## src/rtl/range_seq_if.sv

```systemverilog
// Bundle between the burst driver, its host and the range-finder consumer.
// Handshake: a sample moves on any clock edge where load_valid && load_ready are both high.
interface range_seq_if #(
  parameter int W = 10
);
  logic         load_valid;
  logic [W-1:0] load_data;
  logic         load_ready;
  logic         clear_buf;
  logic         start;
  logic [W-1:0] data_out;
  logic         go;
  logic         finish;
  logic [W-1:0] range_in;
  logic         busy;
  logic [W-1:0] result;
  logic         result_valid;
  logic         mismatch;

  modport master (
    output load_valid, load_data, clear_buf, start, range_in,
    input  load_ready, data_out, go, finish, busy, result, result_valid, mismatch
  );

  modport slave (
    input  load_valid, load_data, clear_buf, start, range_in,
    output load_ready, data_out, go, finish, busy, result, result_valid, mismatch
  );
endinterface

```

## src/rtl/range_seq_driver.sv

```systemverilog
// Buffers up to DEPTH host samples and replays them as one go/finish framed burst, then captures the range.
// Optional self-check of the returned range is compiled in with RANGE_SEQ_CHECK_EN.
module range_seq_driver #(
  parameter int W     = 10,
  parameter int DEPTH = 8
) (
  input  logic          i_clk,
  input  logic          i_rst,
  range_seq_if.slave    io_bus,
  output logic [1:0]    o_state
);
  localparam int CW    = $clog2(DEPTH + 1);
  localparam int AW    = (DEPTH > 1) ? $clog2(DEPTH) : 1;
  localparam int BUF_N = 1 << AW;
  localparam logic [CW-1:0] DEPTH_C = CW'(DEPTH);
  localparam logic [CW-1:0] ONE     = CW'(1);

  typedef enum logic [1:0] {S_IDLE, S_SEND, S_FIN, S_CAPT} state_t;

  state_t        r_state;
  logic [W-1:0]  r_buf [0:BUF_N-1];
  logic [CW-1:0] r_count;
  logic [CW-1:0] r_wptr;
  logic [CW-1:0] r_idx;
  logic [W-1:0]  r_data;
  logic          r_go;
  logic          r_fin;
  logic          r_busy;
  logic [W-1:0]  r_result;
  logic          r_rv;
`ifdef RANGE_SEQ_CHECK_EN
  logic [W-1:0]  r_min;
  logic [W-1:0]  r_max;
  logic          r_mm;
`endif

  logic          w_load_ready;
  logic          w_wr;
  logic          w_start_ok;
  logic [W-1:0]  w_rd;

  assign w_load_ready = !r_busy && (r_count < DEPTH_C);
  assign w_wr         = io_bus.load_valid && w_load_ready;
  // clear_buf wins over start so a burst never launches on a buffer being emptied
  assign w_start_ok   = (r_state == S_IDLE) && io_bus.start && (r_count != '0) && !io_bus.clear_buf;
  assign w_rd         = r_buf[r_idx[AW-1:0]];

  always_ff @(posedge i_clk or posedge i_rst) begin
    if (i_rst) begin
      r_state  <= S_IDLE;
      r_count  <= '0;
      r_wptr   <= '0;
      r_idx    <= '0;
      r_data   <= '0;
      r_go     <= 1'b0;
      r_fin    <= 1'b0;
      r_busy   <= 1'b0;
      r_result <= '0;
      r_rv     <= 1'b0;
      for (int k = 0; k < BUF_N; k++) r_buf[k] <= '0;
`ifdef RANGE_SEQ_CHECK_EN
      r_min    <= '0;
      r_max    <= '0;
      r_mm     <= 1'b0;
`endif
    end else begin
      case (r_state)
        S_IDLE: begin
          if (io_bus.clear_buf) begin
            r_count <= '0;
            r_wptr  <= '0;
          end else if (w_wr) begin
            r_buf[r_wptr[AW-1:0]] <= io_bus.load_data;
            r_wptr  <= r_wptr + ONE;
            r_count <= r_count + ONE;
          end
          if (w_start_ok) begin
            r_state <= S_SEND;
            r_busy  <= 1'b1;
            r_go    <= 1'b1;
            r_data  <= r_buf[0];
            r_idx   <= ONE;
            r_rv    <= 1'b0;
`ifdef RANGE_SEQ_CHECK_EN
            r_min   <= r_buf[0];
            r_max   <= r_buf[0];
            r_mm    <= 1'b0;
`endif
          end
        end
        S_SEND: begin
          r_go <= 1'b0;
          if (r_idx == r_count) begin
            r_state <= S_FIN;
            r_fin   <= 1'b1;
            r_data  <= '0;
          end else begin
            r_data <= w_rd;
            r_idx  <= r_idx + ONE;
`ifdef RANGE_SEQ_CHECK_EN
            if (w_rd < r_min) r_min <= w_rd;
            if (w_rd > r_max) r_max <= w_rd;
`endif
          end
        end
        S_FIN: begin
          r_fin   <= 1'b0;
          r_state <= S_CAPT;
        end
        S_CAPT: begin
          r_result <= io_bus.range_in;
          r_rv     <= 1'b1;
          r_busy   <= 1'b0;
          r_state  <= S_IDLE;
`ifdef RANGE_SEQ_CHECK_EN
          r_mm     <= (io_bus.range_in != (r_max - r_min));
`endif
        end
        default: r_state <= S_IDLE;
      endcase
    end
  end

  assign io_bus.load_ready   = w_load_ready;
  assign io_bus.data_out     = r_data;
  assign io_bus.go           = r_go;
  assign io_bus.finish       = r_fin;
  assign io_bus.busy         = r_busy;
  assign io_bus.result       = r_result;
  assign io_bus.result_valid = r_rv;
`ifdef RANGE_SEQ_CHECK_EN
  assign io_bus.mismatch     = r_mm;
`else
  assign io_bus.mismatch     = 1'b0;
`endif
  assign o_state = r_state;
endmodule

```

## src/flat_wrapper.sv

```systemverilog
// flat-port wrapper written by rule: the top's interface ports become plain ports
module range_seq_driver_flat 
#(
  parameter int W     = 10,
  parameter int DEPTH = 8
)
  (i_clk, i_rst, o_state, io_bus_load_valid, io_bus_load_data, io_bus_clear_buf, io_bus_start, io_bus_range_in, io_bus_load_ready, io_bus_data_out, io_bus_go, io_bus_finish, io_bus_busy, io_bus_result, io_bus_result_valid, io_bus_mismatch);
  range_seq_if #(.W(W)) io_bus_i ();
  input  logic i_clk;
  input  logic i_rst;
  output logic [1:0] o_state;
  input wire logic [$bits(io_bus_i.load_valid)-1:0] io_bus_load_valid;
  input wire logic [$bits(io_bus_i.load_data)-1:0] io_bus_load_data;
  input wire logic [$bits(io_bus_i.clear_buf)-1:0] io_bus_clear_buf;
  input wire logic [$bits(io_bus_i.start)-1:0] io_bus_start;
  input wire logic [$bits(io_bus_i.range_in)-1:0] io_bus_range_in;
  output wire logic [$bits(io_bus_i.load_ready)-1:0] io_bus_load_ready;
  output wire logic [$bits(io_bus_i.data_out)-1:0] io_bus_data_out;
  output wire logic [$bits(io_bus_i.go)-1:0] io_bus_go;
  output wire logic [$bits(io_bus_i.finish)-1:0] io_bus_finish;
  output wire logic [$bits(io_bus_i.busy)-1:0] io_bus_busy;
  output wire logic [$bits(io_bus_i.result)-1:0] io_bus_result;
  output wire logic [$bits(io_bus_i.result_valid)-1:0] io_bus_result_valid;
  output wire logic [$bits(io_bus_i.mismatch)-1:0] io_bus_mismatch;
  assign io_bus_i.load_valid = io_bus_load_valid;
  assign io_bus_i.load_data = io_bus_load_data;
  assign io_bus_i.clear_buf = io_bus_clear_buf;
  assign io_bus_i.start = io_bus_start;
  assign io_bus_i.range_in = io_bus_range_in;
  assign io_bus_load_ready = io_bus_i.load_ready;
  assign io_bus_data_out = io_bus_i.data_out;
  assign io_bus_go = io_bus_i.go;
  assign io_bus_finish = io_bus_i.finish;
  assign io_bus_busy = io_bus_i.busy;
  assign io_bus_result = io_bus_i.result;
  assign io_bus_result_valid = io_bus_i.result_valid;
  assign io_bus_mismatch = io_bus_i.mismatch;
  range_seq_driver #(.W(W), .DEPTH(DEPTH)) u_core (.i_clk(i_clk), .i_rst(i_rst), .io_bus(io_bus_i), .o_state(o_state));
endmodule
```

## config.mk

```make
export PLATFORM = sky130hd
export DESIGN_NAME = range_seq_driver_flat
export DESIGN_NICKNAME = d
export VERILOG_FILES = /design/src/rtl/range_seq_if.sv /design/src/rtl/range_seq_driver.sv /design/src/flat_wrapper.sv
export SDC_FILE = /design/constraint.sdc
export NUM_CORES = 1
export LEC_CHECK = 0
export ABC_AREA = 1
export BUFFER_PORTS_ARGS = -buffer_cell sky130_fd_sc_hd__buf_2
export CORE_ASPECT_RATIO = 1.2
export CORE_MARGIN = 2
export CORE_UTILIZATION = 60
export CTS_BUF_LIST = sky130_fd_sc_hd__clkbuf_4 sky130_fd_sc_hd__clkbuf_8
export CTS_CLUSTER_DIAMETER = 120
export DETAILED_ROUTE_END_ITERATION = 8
export PLACE_DENSITY = 0.81
export RECOVER_POWER = 25
export SETUP_SLACK_MARGIN = 0.4
export SYNTH_ARGS = -nofsm -noshare
export SYNTH_HDL_FRONTEND = slang
export SYNTH_SLANG_ARGS = --single-unit
```

## constraint.sdc

```tcl
create_clock -name i_clk -period 3.8 [get_ports i_clk]
set_input_delay 0.38 -clock i_clk [delete_from_list [all_inputs] [get_ports i_clk]]
set_output_delay 0.38 -clock i_clk [all_outputs]
set_load 0.05 [all_outputs]
```

==> reports/metrics.yaml, run 1 <==
critical_path:
  worst_ep_required_time_ns: 4.12
  cp-start-kind: "register"
  path_buf_inv: 1
  reg2reg_to: "u_core.r_idx[2]$_DFFE_PP0P_"
  end_kind: "register"
  r2r_slack_ns: 1.04
  slowest_delay_ns: 0.62
  crit_family: "simple AND/OR/NAND/NOR gates"
  cp_slowest_cell: "ha_1"
  path_max_fanout: 16
  rr_worst_depth: 7
  arrival_ns: 3.08
  r2r-start: "u_core.o_state[1]$_DFFE_PP0P_"
  cp_common_cell: "nand2_1"
  crit_type: "register to register"
  crit_chain: "inv_1, ha_1, nand2_1, nand2_1, nand2_1, nand2_1, o21ai_0"
synthesis:
  yosys.area.top_type: "dfrtp_1"
  synth-async-reset-ratio_pct: 100.0
  postSynthCellCount: 681
  synth-edff-count: 0
  ys_warn_count: 0
  ys_types: 34
  syn_nets: 714
  synth_seq_cells: 117
  syn_area_mm2: 0.005624
  ys_top_cells_by_area: "dfrtp_1 (52%), nand2_1 (15%), o21ai_1 (5.3%), nand3_1 (4.4%), inv_1 (4.1%)"
  synth_top_area_share_pct: 52.06
  ys.flop_type: "dfrtp_1"
  yosysSeqAreaShare_pct: 52.06
  syn_area_per_cell_um2: 8.259
layout:
  area_growth_pct: 12.26
  multi_input_area_mm2: 0.002248
  final_area_mm2: 0.006314
  seqCellArea_mm2: 0.002928
  final_cell_mix: "nand2_1 (228), dfrtp_1 (117), inv_1 (61)"
  layout.cells.non_filler: 849
  n_antenna_cell: 0
  layout_commonest_cell: "nand2_1"
  nNetsFinal: 749
  layout-drive-gt1-share_pct: 16.60
  final_util_pct: 69.52
  fill_cells: 746
min_path:
  worst_hold_startpoint: "io_bus_range_in[5]"
  hold_class: "input pin to register"
  min_to: "u_core.io_bus.result[5]$_DFFE_PP0P_"
  whs_path_depth: 2
placed_design:
  place_area_mm2: 0.005884
  dp_slack_ns: 1.148
  dp_hpwl_mm: 8.455
  place_congestion: 0.8803
  dp.cells: 817
  port_buffers: 51
global_route:
  overflow: 0
  track_usage_pct: 29.87
  grt_pass1_vias: 4844
  antenna_found_initial: 0
  grt_max_degree: 73
  grt_pass1_wl_mm: 23.18
route:
  wl_per_cell_um: 16.19
  firstDrtPassIters: 5
  viasPerCell: 5.722
  vias: 4858
  ant_nets: 0
  drt_wl_total_mm: 13.75
  drc: 0
  dr.first_iter.drc_count: 418
clock_tree:
  insertion_delay_ns: 0.44
  cts_resized: 0
  clock-root-buffer: "clkbuf_8"
  cts_sinks: 117
  cts_max_path_buffers: 2
  cts_buffers: 17
  post_cts.repair.setup_buffers: 0
  clkTransAtPathRegs_ns: 0.07
  cts_tree: "done"
  cts-hold-fix-buffers: 0
  h-tree-depth: 4
timing:
  finalCriticalPeriod_ns: 2.762
  setup_slack_ns: 1.038
  worst_slew_margin_rel_pct: -37.26
  setup_viol: 0
  hold_viol: 0
  period_share_pct: 72.68
  drv_slew: 46
  fin_skew_ns: 0.006819
  clock.fmax_mhz: 362.1
  tightest_slew_ns: 2.048
  holdWs_ns: 0.1677
  final.setup.tns_ns: 0
  rsz0062_at_grt: "no"
run:
  cap_violations: 1
power:
  vdd_drop_max_mv: 0.6412
  p_total_mw: 5.240
  p_leak_nw: 3.109
  pwr_density_cell_mw_per_mm2: 829.9
die:
  die_x_um: 92.38
  core_area_mm2: 0.009081
  rows: 38
  initial_core_util_pct: 61.93
  io-pin-count: 53
  die_h_um: 110.1
  die_area_mm2: 0.01017
status:
  status: "finished with violations"
  violations: "capacitance limit, slew limit"
## kinds of logic (layout without fill, tap and decap cells)
logic type	count (synthesis)	in the layout	share of synthesized area (%)
flops	117	117	52.06
mux	10	10	2.002
compound gates	119	119	11.92
xor+xnor	4	4	0.6230
simple gates	316	316	23.58
other cells	1	1	0.06668
fa+ha+maj	8	8	1.780
buf+inv	106	154	7.964
## worst reg2reg max path: cells and delay by family (launching register included)
family | cells | cell delay, ns
compound gates | 1 | 0.10
simple gates | 4 | 1.40
buf+inv | 1 | 0.12
fa+ha+maj | 1 | 0.62
flops | 1 | 0.41
## sequential cells by signal (all words and copies together), names as in the netlist
name                        count
u_core.r_wptr                   3
u_core.io_bus.go                1
u_core.io_bus.finish            1
u_core.r_idx                    4
u_core.r_count                  4
u_core.io_bus.result           10
u_core.o_state                  2
u_core.io_bus.busy              1
u_core.io_bus.result_valid      1
u_core.r_buf                   80
u_core.io_bus.data_out         10
## how the worst max path moves through the flow
stage | to | depth (start not counted) | from | slack (ns)
6_report | u_core.r_idx[2]$_DFFE_PP0P_ | 7 | u_core.o_state[1]$_DFFE_PP0P_ | 1.04
3_3_place_gp | u_core.r_idx[2]$_DFFE_PP0P_ | 7 | u_core.o_state[1]$_DFFE_PP0P_ | 1.12
4_1_cts | u_core.r_idx[2]$_DFFE_PP0P_ | 7 | u_core.o_state[1]$_DFFE_PP0P_ | 1.13
3_5_place_dp | u_core.r_idx[2]$_DFFE_PP0P_ | 7 | u_core.o_state[1]$_DFFE_PP0P_ | 1.15
5_1_grt | u_core.r_idx[2]$_DFFE_PP0P_ | 7 | u_core.o_state[1]$_DFFE_PP0P_ | 0.90
2_1_floorplan | u_core.r_buf[10]$_DFFE_PP0P_ | 9 | u_core.io_bus.busy$_DFFE_PP0P_ | 1.83
## final cells by class
cell class	instances	share of cell area, %
flip-flops and latches	117	46.37
well taps	120	2.378
repair buffers	56	4.836
clock inverters	11	2.457
multi-input cells	458	35.61
clock buffers	21	4.380
inverters	66	3.964
## Yosys cell counts (5+ instances only)
cell and number:
nor2_1 17, nand3_1 50, mux2_2 10, buf_4 5, a21oi_1 12, o21ai_2 10, inv_1 62, buf_2 23
o21ai_1 59, clkbuf_1 10, o21ai_0 22, a22oi_1 10, ha_1 8, nand4_1 12, dfrtp_1 117, nand2_1 228
## metal layers
metal  wire, um  global-route usage, %  vias up
met4        527                  16.20        0
li1           -                      -     2269
met1       5704                  37.17     2369
met5          0                      0        -
met2       6710                  49.84      181
met3        802                  5.642       39
## report_power, final
group / internal (mW) / switching [mW] / total, mW
Combinational: 0.618 / 1.50 / 2.12
Sequential: 1.59 / 0.280 / 1.87
Clock: 0.755 / 0.491 / 1.25
(Power assumes the default switching activity.)
==> run 2, diff against run 1 <==
--- a/config.mk
+++ b/config.mk
@@ -5,7 +5,7 @@
 export SDC_FILE = /design/constraint.sdc
 export NUM_CORES = 1
 export LEC_CHECK = 0
-export ABC_AREA = 1
+export ABC_AREA = 0
 export BUFFER_PORTS_ARGS = -buffer_cell sky130_fd_sc_hd__buf_2
 export CORE_ASPECT_RATIO = 1.2
 export CORE_MARGIN = 2
==> constraint.sdc (replaced) <==
create_clock -name i_clk -period 2.7 [get_ports i_clk]
set_input_delay 0.27 -clock i_clk [delete_from_list [all_inputs] [get_ports i_clk]]
set_output_delay 0.27 -clock i_clk [all_outputs]
set_load 0.05 [all_outputs]
==> run 2 against run 1 <==
Net effect:
- the flow still finishes with violations (capacitance limit, slew limit)
- combinational power increased by 33%
- fmax increased by 25%
- clock power increased by 34%
- core utilization increased by 1.7 points
- area after synthesis decreased by 3.2%
- clock skew increased by 0.00099 ns
- wire length decreased by 15%
- sequential power increased by 37%
- non-clock buffer count increased by 15
- power increased by 35%
==> reports/metrics.yaml, run 2 <==
timing:
  clock.fmax_mhz: 453.0
  setup_viol: 0
  drv_slew: 118
  final.setup.tns_ns: 0
  fin_skew_ns: 0.007809
  rsz0062_at_grt: "yes"
  finalCriticalPeriod_ns: 2.207
  period_share_pct: 81.76
  tightest_slew_ns: 1.537
  worst_slew_margin_rel_pct: -2.470
  hold_viol: 0
global_route:
  grt_max_degree: 118
  grt_pass1_vias: 3711
  antenna_found_initial: 0
  grt_pass1_wl_mm: 18.85
  overflow: 0
  track_usage_pct: 25.51
die:
  die_area_mm2: 0.009853
  rows: 38
  die_h_um: 108.3
  initial_core_util_pct: 60.89
  core_area_mm2: 0.008939
  die_x_um: 90.95
  io-pin-count: 53
critical_path:
  path_buf_inv: 2
  crit_type: "register to register"
  crit_family: "simple AND/OR/NAND/NOR gates"
  crit_cells: 7
  rr_worst_depth: 7
  end_kind: "register"
  cp-start-kind: "register"
  cp_slowest_cell: "dfrtp_1"
  crit_chain: "inv_1, ha_2, nor2b_2, and2_2, nand4b_1, buf_4, mux2_2"
  path_max_fanout: 11
  slowest_delay_ns: 0.41
  worst_ep_required_time_ns: 3.00
  arrival_ns: 2.50
clock_tree:
  cts_sinks: 117
  h-tree-depth: 4
  clock-root-buffer: "clkbuf_8"
  cts_buffers: 17
  cts-hold-fix-buffers: 0
  cts_tree: "done"
  insertion_delay_ns: 0.42
  clkTransAtPathRegs_ns: 0.07
  cts_max_path_buffers: 2
route:
  ant_nets: 0
  viasPerCell: 5.998
  vias: 3449
  dr.first_iter.drc_count: 184
  drc: 0
  wl_per_cell_um: 20.23
  drt_wl_total_mm: 11.64
  firstDrtPassIters: 4
synthesis:
  synth-async-reset-ratio_pct: 100.0
  yosys.area.top_type: "dfrtp_1"
  postSynthCellCount: 375
  ys_top_cells_by_area: "dfrtp_1 (54%), mux2_2 (19%), mux4_2 (8.3%), mux2i_1 (2.8%), ha_1 (1.8%)"
  synth-edff-count: 0
  syn_area_mm2: 0.005443
  ys.flop_type: "dfrtp_1"
  synth_seq_cells: 117
  synth_most_common_cell: "dfrtp_1"
  ys_warn_count: 0
  ys_types: 43
  yosysSeqAreaShare_pct: 53.79
  synth_top_area_share_pct: 53.79
  syn_nets: 408
  syn_area_per_cell_um2: 14.51
  yosys-top-cells-count: "dfrtp_1 (117), mux2_2 (91), mux4_2 (20)"
status:
  violations: "capacitance limit, slew limit"
  status: "finished with violations"
power:
  p_sw_mw: 2.724
  seqPwrFrac_pct: 36.4
  vdd_drop_max_mv: 0.5448
  switching_share_pct: 38.61
  p_leak_nw: 3.048
  intPower_mw: 4.331
  p_comb_share_pct: 40.0
  p_clk_share_pct: 23.6
  pwr_density_cell_mw_per_mm2: 1108
placed_design:
  dp_hpwl_mm: 7.524
  place_congestion: 0.8216
  dp.cells: 543
  port_buffers: 51
layout:
  nNetsFinal: 476
  regMostFlops: "u_core.r_buf"
  final_cell_mix: "dfrtp_1 (117), mux2_2 (91), buf_2 (51)"
  layout.cells.non_filler: 575
  largest_reg_flops: 80
  n_antenna_cell: 0
  layout_commonest_cell: "dfrtp_1"
  area_growth_pct: 17.01
  layout-drive-gt1-share_pct: 50.33
min_path:
  whs_path_depth: 2
  hold_class: "input pin to register"
run:
  cap_violations: 1
==> run 2: logic make-up (layout without fill, tap and decap cells) <==
family | count (synthesis) | in the layout | synth area share, %
AO/OA/AOI/OAI | 40 | 40 | 5.517
XOR/XNOR | 4 | 4 | 0.6436
adder cells (fa/ha/maj) | 8 | 8 | 1.839
buffers and inverters | 40 | 120 | 3.356
flip-flops | 117 | 117 | 53.79
multiplexers | 126 | 126 | 29.86
other | 1 | 1 | 0.06890
AND/OR/NAND/NOR | 39 | 39 | 4.920
==> run 2: final cells by class <==
cell class | count | area (um^2)
fill | 619 | 2570
clock buffer | 21 | 289.0
timing repair buffer | 71 | 417.9
sequential | 117 | 2928
tap | 120 | 150.1
multi-input combinational | 218 | 2387
clock inverter | 10 | 127.6
inverter | 18 | 68.82
==> run 2: path summary, 6_finish.rpt <==
check                                                      start                                    end  slack [ns]
min in group asynchronous                                  i_rst           u_core.r_buf[52]$_DFFE_PP0P_        0.41
min                                             io_bus_clear_buf          u_core.r_count[3]$_DFFE_PP0P_        0.07
max reg2reg                        u_core.o_state[0]$_DFFE_PP0P_           u_core.r_buf[40]$_DFFE_PP0P_        0.49
min reg2reg                u_core.io_bus.data_out[7]$_DFFE_PP0P_  u_core.io_bus.data_out[7]$_DFFE_PP0P_        0.49
max in group asynchronous                                  i_rst  u_core.io_bus.data_out[5]$_DFFE_PP0P_        1.31
max                                u_core.o_state[0]$_DFFE_PP0P_           u_core.r_buf[40]$_DFFE_PP0P_        0.49
==> run 2: per-layer routing <==
layer	up-vias	wire, um	track usage (%)
met1	1793	4763	31.24
met5	-	0	0
li1	1511	-	-
met4	0	438	14.39
met3	34	482	5.854
met2	111	5951	42.17
==> run 2: power by group through the flow <==
stage	combinational (mW)	clock (mW)	sequential (mW)
6_report	2.82	1.67	2.57
5_1_grt	3.01	1.77	2.63
4_1_cts	2.83	1.69	2.56
3_5_place_dp	2.80	0	2.58
3_3_place_gp	2.73	0	2.55
2_1_floorplan	1.57	0	3.09
==> run 2: through the flow <==
| stage | setup slack (ns) | hold slack, ns | cell area, um^2 | utilization, % | power (mW) |
|---|---|---|---|---|---|
| 6_report | 0.4925 | 0.07363 | 6369 | 71.25 | 7.055 |
| 2_1_floorplan | 0.4253 | 0.3567 | 5446 | - | 4.664 |
| 5_1_grt | 0.3863 | 0.06168 | 6369 | 71.25 | 7.408 |
| 4_1_cts | 0.4501 | 0.05006 | 6359 | 71.14 | 7.076 |
| 3_3_place_gp | 0.4408 | 0.4640 | 5923 | 66.27 | 5.277 |
| 3_5_place_dp | 0.3099 | 0.4744 | 5923 | 66.27 | 5.378 |
==> run 2: worst register-to-register path: cells and delay by family (launching register included) <==
kind,cells,cell delay (ns)
AND/OR/NAND/NOR,3,0.76
flip-flops,1,0.41
buffers and inverters,2,0.38
multiplexers,1,0.28
adder cells (fa/ha/maj),1,0.25
==> run 2: timing repair <==
item | in CTS | in global routing
setup endpoints to repair | 40 | 53
pin swaps | 1 | 0
setup buffers | 1 | 0
gates resized for setup | 3 | 4
